<file path="config.mk">
export PLATFORM = sky130hd
export DESIGN_NAME = sine_voice_scheduler
export DESIGN_NICKNAME = d
export VERILOG_FILES = /design/src/rtl/synth_pkg.sv /design/src/rtl/sine_voice_scheduler_tag_delay_line.sv /design/src/rtl/sine_voice_scheduler.sv
export SDC_FILE = /design/constraint.sdc
export NUM_CORES = 1
export LEC_CHECK = 0
export BUFFER_PORTS_ARGS = -buffer_cell sky130_fd_sc_hd__clkbuf_2
export CORE_AREA = 8 8 325 327
export CTS_CLUSTER_SIZE = 8
export DETAILED_ROUTE_END_ITERATION = 7
export DIE_AREA = 0 0 333 335
export HOLD_SLACK_MARGIN = 0.05
export SYNTH_ARGS = -nofsm -noshare
export SYNTH_HDL_FRONTEND = slang
export SYNTH_HIERARCHICAL = 1
export SYNTH_SLANG_ARGS = --single-unit
</file>
<file path="constraint.sdc">
create_clock -name clk_in -period 7.25 [get_ports clk_in]
set_clock_uncertainty 0.2 [all_clocks]
set_input_delay 0 -clock clk_in [delete_from_list [all_inputs] [get_ports clk_in]]
set_output_delay 0 -clock clk_in [all_outputs]
set_load 0.05 [all_outputs]
</file>
<file path="src/rtl/synth_pkg.sv">
// Shared constants and FSM state type for the sine voice scheduler and its helpers.
package synth_pkg;

    localparam int NUM_VOICES  = 24;
    localparam int ROM_LATENCY = 2;
    localparam int PHASE_W     = 32;
    localparam int SAMPLE_W    = 16;

    typedef enum logic [1:0] {
        IDLE  = 2'd0,
        ISSUE = 2'd1,
        DRAIN = 2'd2,
        DONE  = 2'd3
    } sched_state_t;

endpackage

</file>
<file path="src/rtl/sine_voice_scheduler_tag_delay_line.sv">
// Shift register of {valid, gated} tags that tracks each ROM read through the ROM pipeline.
module tag_delay_line #(
    parameter int DEPTH = synth_pkg::ROM_LATENCY
) (
    input  logic clk_in,
    input  logic rst_n_in,
    input  logic push_valid_in,
    input  logic push_gated_in,
    output logic pop_valid_out,
    output logic pop_gated_out
);

    logic [DEPTH-1:0] valid_q, valid_d;
    logic [DEPTH-1:0] gated_q, gated_d;

    always_comb begin
        valid_d[0] = push_valid_in;
        gated_d[0] = push_gated_in;
        for (int i = 1; i < DEPTH; i++) begin
            valid_d[i] = valid_q[i-1];
            gated_d[i] = gated_q[i-1];
        end
    end

    // NOTE: unlike a data RAM these stages must be reset; a stale valid bit
    // would retire garbage into the first sweep after reset.
    always_ff @(posedge clk_in or negedge rst_n_in) begin
        if (!rst_n_in) begin
            valid_q <= '0;
            gated_q <= '0;
        end else begin
            // NOTE: non-blocking so every stage shifts from its pre-edge value.
            valid_q <= valid_d;
            gated_q <= gated_d;
        end
    end

    assign pop_valid_out = valid_q[DEPTH-1];
    assign pop_gated_out = gated_q[DEPTH-1];

endmodule

</file>
<file path="src/rtl/sine_voice_scheduler.sv">
// Sweeps all voices through one shared sine ROM per sample tick and sums the gated outputs.
module sine_voice_scheduler #(
    parameter int NUM_VOICES  = synth_pkg::NUM_VOICES,
    parameter int PHASE_W     = synth_pkg::PHASE_W,
    parameter int ADDR_W      = 8,
    parameter int SAMPLE_W    = synth_pkg::SAMPLE_W,
    parameter int ROM_LATENCY = synth_pkg::ROM_LATENCY,
    parameter int OUT_W       = SAMPLE_W + $clog2(NUM_VOICES)
) (
    input  logic                       clk_in,
    input  logic                       rst_n_in,
    input  logic                       sample_tick_in,
    input  logic [NUM_VOICES-1:0]      gate_in,
    input  logic [PHASE_W-1:0]         phase_in [NUM_VOICES],
    output logic [ADDR_W-1:0]          rom_addr_out,
    input  logic signed [SAMPLE_W-1:0] rom_data_in,
    output logic signed [OUT_W-1:0]    mix_out,
    output logic                       mix_valid_out,
    output logic                       advance_out,
    output logic                       busy_out,
    output logic                       overrun_out
);

    import synth_pkg::*;

    localparam int VIDX_W  = (NUM_VOICES > 1) ? $clog2(NUM_VOICES) : 1;
    localparam int DRAIN_W = $clog2(ROM_LATENCY + 1);

    sched_state_t               state_q, state_d;
    logic [VIDX_W-1:0]          idx_q, idx_d;
    logic [DRAIN_W-1:0]         drain_q, drain_d;
    logic [NUM_VOICES-1:0]      gate_snap_q, gate_snap_d;
    logic signed [OUT_W-1:0]    acc_q, acc_d;
    logic signed [OUT_W-1:0]    mix_q, mix_d;
    logic                       overrun_q, overrun_d;

    logic tag_valid, tag_gated, push_valid, push_gated, retire;
    logic signed [OUT_W-1:0] rom_sext;
    logic phase_unused;

    assign push_valid = (state_q == ISSUE);
    assign push_gated = gate_snap_q[idx_q];

    tag_delay_line #(.DEPTH(ROM_LATENCY)) u_tag_line (
        .clk_in        (clk_in),
        .rst_n_in      (rst_n_in),
        .push_valid_in (push_valid),
        .push_gated_in (push_gated),
        .pop_valid_out (tag_valid),
        .pop_gated_out (tag_gated)
    );

    assign rom_sext = {{(OUT_W-SAMPLE_W){rom_data_in[SAMPLE_W-1]}}, rom_data_in};
    assign retire   = tag_valid && tag_gated && (state_q == ISSUE || state_q == DRAIN);

    always_comb begin
        // NOTE: every _d defaults to its _q first so no branch can infer a latch.
        state_d     = state_q;
        idx_d       = idx_q;
        drain_d     = drain_q;
        gate_snap_d = gate_snap_q;
        acc_d       = acc_q;
        mix_d       = mix_q;
        overrun_d   = sample_tick_in && (state_q != IDLE);

        if (retire) acc_d = acc_q + rom_sext;

        case (state_q)
            IDLE: begin
                if (sample_tick_in) begin
                    gate_snap_d = gate_in;
                    acc_d       = '0;
                    idx_d       = '0;
                    state_d     = ISSUE;
                end
            end
            ISSUE: begin
                idx_d = idx_q + VIDX_W'(1);
                if (idx_q == VIDX_W'(NUM_VOICES - 1)) begin
                    idx_d   = '0;
                    drain_d = '0;
                    state_d = DRAIN;
                end
            end
            DRAIN: begin
                drain_d = drain_q + DRAIN_W'(1);
                // The last retirement lands on this same edge, so publish acc_d.
                if (drain_q == DRAIN_W'(ROM_LATENCY - 1)) begin
                    mix_d   = acc_d;
                    state_d = DONE;
                end
            end
            DONE:    state_d = IDLE;
            default: state_d = IDLE;
        endcase
    end

    always_ff @(posedge clk_in or negedge rst_n_in) begin
        if (!rst_n_in) begin
            state_q     <= IDLE;
            idx_q       <= '0;
            drain_q     <= '0;
            gate_snap_q <= '0;
            acc_q       <= '0;
            mix_q       <= '0;
            overrun_q   <= 1'b0;
        end else begin
            state_q     <= state_d;
            idx_q       <= idx_d;
            drain_q     <= drain_d;
            gate_snap_q <= gate_snap_d;
            acc_q       <= acc_d;
            mix_q       <= mix_d;
            overrun_q   <= overrun_d;
        end
    end

    always_comb begin
        rom_addr_out = '0;
        if (state_q == ISSUE) rom_addr_out = phase_in[idx_q][PHASE_W-1 -: ADDR_W];
    end

    // Only the phase MSBs address the ROM; the fractional bits are deliberately dropped.
    always_comb begin
        phase_unused = 1'b0;
        for (int v = 0; v < NUM_VOICES; v++) phase_unused ^= ^phase_in[v][PHASE_W-ADDR_W-1:0];
    end

    assign mix_out       = mix_q;
    assign mix_valid_out = (state_q == DONE);
    assign advance_out   = (state_q == DONE);
    assign busy_out      = (state_q != IDLE);
    assign overrun_out   = overrun_q;

endmodule

</file>
==> out/results.txt <==
The run finished with clean final reports. The final critical path takes up 51.6% of the cycle. The run gives 0.786 as the routability congestion estimate from global placement. The actual slew at the worst max-slew pin works out to 1080 ps. After detailed routing, no signal wire sits above met5. STA classifies the critical path startpoint as a register. Setup repair after global routing left no endpoint under its margin.

The clock tree synthesis step divided the H-tree into 3 levels. The count of pins over their slew limit came out at 0. The critical path goes through buf_4 > mux4_2 > mux2i_1 > o22ai_1 > and2_1 > clkbuf_2.

For the pin count of the biggest net entering global routing, the log shows 58. The synthesized cell area is 0.00608 mm². Clock tree synthesis inserted a total of 9 buffers.

Synthesis inferred 80 register bits. In this run the worst path has a maximum fanout of 31. The y dimension of the die came out at 335 µm. On the critical path, the stage with the largest delay is an instance of dfrtp_4. After synthesis, the cell types taking the most area are dfrtp_1, mux4_2, nand2_1, ha_1, mux2i_1.

For the flip-flop and latch area, the log shows 0.00201 mm². IR analysis of the VDD net gives a maximum drop of 0.171 mV. Based on the critical path, the design can be clocked at up to 267 MHz. The most critical setup path has its endpoint at rom_addr_out[7]. The first global-routing pass estimated 41.4 mm of wire. After detailed routing, the number of remaining DRC violations is 0. Averaged over all synthesized cells, the footprint is 10.1 µm². The combined global-route utilization of all metal layers was 5.11%; the worst reg2reg path depth was 5. Among all flip-flop cells after synthesis, the most frequent one is dfrtp_1. Proportion of layout cells with a drive suffix above 1: 41.0%. The arrival time of the worst setup path is 3540 ps.

Across all register-to-register paths, the minimum setup slack is 4290 ps. The final number of hold-violating endpoints is 0. The routed wire length on met3 was 2.85 mm. The critical path starts at idx_q[0]. In the final design database the tool counted 1711 nets.

The sum of met2 wire segment lengths after detailed routing was 12.7 mm. When the netlist entered floorplanning its net count stood at 1440. The worst register-to-register path ends at u_tag_line/gated_q[0]. For the finished layout, the period the worst path requires is 3740 ps. The violation count after the first detailed-routing iteration is 276, and the Yosys warning count is 6.

The leakage power is 0.00411 µW, and the fraction of post-synthesis cell area in the top cell type by area is 32.9%. TritonCTS built the clock tree. The critical path capture point type was an output pin. The total number of clock tree sinks is 80. Clock-pin slew was measured on the worst setup and hold paths at 70 ps. The longest clock path from root to sink contains 2 buffers.

The floorplan has 117 rows. The largest single stage delay on the critical path is 790 ps. Most common cell in the netlist: nand2_1.

The share of the Yosys chip area taken by registers is 32.9%. Summing all multi-input logic gate instances after layout gives 0.00380 mm². The first detailed-routing pass ran for 4 iterations. The max capacitance violation total came out at 0.

In this run, distinct cell masters in the synthesized netlist total 52. The average vias per placed instance is 2.67. Number of I/O port buffers: 267. In this run the clock root is driven by a clkbuf_16.

The library cell with the largest summed area after synthesis was dfrtp_1. In the synthesized netlist, the cells that appear most often are nand2_1, dfrtp_1, mux4_2, nor2_1, o21ai_0. The effective utilization at floorplan was 6.04%; the per-cell routed wire length was 13.4 µm. The count of nets left with antenna violations after detail routing is 0, and the utilization of the core after routing is 9.48%.

The number of global-route vias before repair is 6328, and the proportion of register bits with asynchronous set or reset after synthesis is 100%. The critical path class was reg2out. Power density over the cells: 351 mW/mm². The floorplan step set the die width to 333 µm. The tools report the initial antenna violation count as 28.

The remaining max-slew budget at the tightest pin was 27.5%; the number of enable flip-flop cells after synthesis was 0. The wire-length estimate of the detail-placed layout is 24.9 mm. 844 I/O pins were placed. The total wirelength of the detailed-routed design was 29.4 mm. Setup violations remaining at the end of the flow were counted as 0.

For the worst-skew pair, the clock arrives at the later sink with an insertion delay of 360 ps. The worst min-delay path class was in2reg. For the via count of the routed design, the log shows 5863. At the worst endpoint, the required time is 7050 ps.

In the final routing, the length of wire on met1 measures 13.0 mm. The logs give 0 for the total congestion overflow after global routing and 0.101 mm² for the standard cell core area. The startpoint of the worst register-to-register path was idx_q[0].

From synthesis to final layout, the design area changed by 57.1%. The count of filler cells inserted in the layout is 11700, and the final setup TNS is 0 ps. The run gives 0.112 mm² as the total die area.

The tools report the synthesized instance count as 602.
==> final cells by class <==
cell class / count / share of cell area (%)
diodes: 7 / 0.183
clock buffers: 10 / 2.40
clock inverters: 6 / 0.943
inverters: 21 / 0.825
multi-input cells: 457 / 39.8
flip-flops and latches: 80 / 21.0
well taps: 1309 / 17.1
repair buffers: 304 / 17.7
==> kinds of logic (layout without fill, tap and decap cells) <==
logic type	count (synthesis)	count (layout)	synth area share [%]
simple gates	216	216	15.8
other cells	0	7	0
flops	80	80	32.9
xor+xnor	11	11	1.58
buf+inv	65	341	4.49
fa+ha+maj	27	27	5.68
compound gates	116	116	12.2
mux	87	87	27.3
==> worst min path at each step <==
| stage | startpoint | endpoint | slack [ps] | cells past startpoint |
|---|---|---|---|---|
| final | rom_data_in[2] | acc_q[2] | 100 | 6 |
| after global routing | rom_data_in[12] | acc_q[12] | 120 | 5 |
| after CTS | rom_data_in[11] | acc_q[11] | 70 | 5 |
| after detailed placement | rst_n_in | gate_snap_q[17] | -280 | 1 |
| after global placement | rst_n_in | gate_snap_q[6] | -280 | 1 |
| after floorplan | rst_n_in | acc_q[0] | -500 | 0 |
==> critical path: cells and delay by family, from the launching register on <==
family	cells	cell delay [ps]
flops	1	790
simple gates	1	200
buf+inv	2	820
compound gates	1	170
mux	2	1140
==> cells in the final DEF (no fill, tap or decap), drive strengths merged, types with 2 or more instances in the layout <==
cell	synthesis	routed
clkbuf	30	276
nand2	110	110
dfrtp	80	80
mux4	63	63
o21ai	34	34
nor2	33	33
dlygate4sd3	0	28
ha	26	26
mux2i	24	24
inv	21	23
a21oi	22	22
nand3	18	18
nor3	15	15
a21o	11	11
o22ai	11	11
and2	10	10
xnor2	10	10
buf	14	10
and3	9	9
diode	0	7
a31oi	7	7
o21a	6	6
a211oi	5	5
nor2b	5	5
nand2b	4	4
nand4	3	3
or3	3	3
and4	2	2
a221o	2	2
o2111ai	2	2
o31ai	2	2
o21bai	2	2
bufinv	0	2
clkinv	0	2
==> sequential cells by signal (all words and copies together), names as in the netlist <==
name / flops
overrun_out: 1
state_q: 2
acc_q: 21
u_tag_line/valid_q: 2
mix_out: 21
u_tag_line/gated_q: 2
gate_snap_q: 24
idx_q: 5
drain_q: 2
==> power breakdown <==
part	leakage, µW	switching, µW	total, µW	internal (µW)
clock network	0.000159	209	513	305
registers	0.00104	179	811	632
logic	0.00291	1200	2030	828
==> metal layers <==
layer | track usage, % | vias up
li1 | - | 2791
met1 | 6.55 | 2782
met2 | 7.64 | 249
met3 | 2.17 | 31
met4 | 1.78 | 10
met5 | 0 | -
==> through the flow <==
step	hold WS, ps	worst slack, ps	instance area [µm²]	std cells	total power [µW]
4_1_cts	73.9	3270	9530	2187	3460
6_report	96.7	3510	9550	2194	3350
5_1_grt	118	3130	9540	2189	3650
3_3_place_gp	-281	3700	8930	2143	2880
3_5_place_dp	-277	3690	8930	2143	2910
2_1_floorplan	-496	4760	6080	602	2270
==> repair_timing <==
item	CTS	global route
hold buffers	28	0
endpoints found under the hold margin	112	0
buffers inserted	0	0
endpoints found under the setup margin	0	0
resized for setup	0	0
Power figures use the tool's default switching activity.
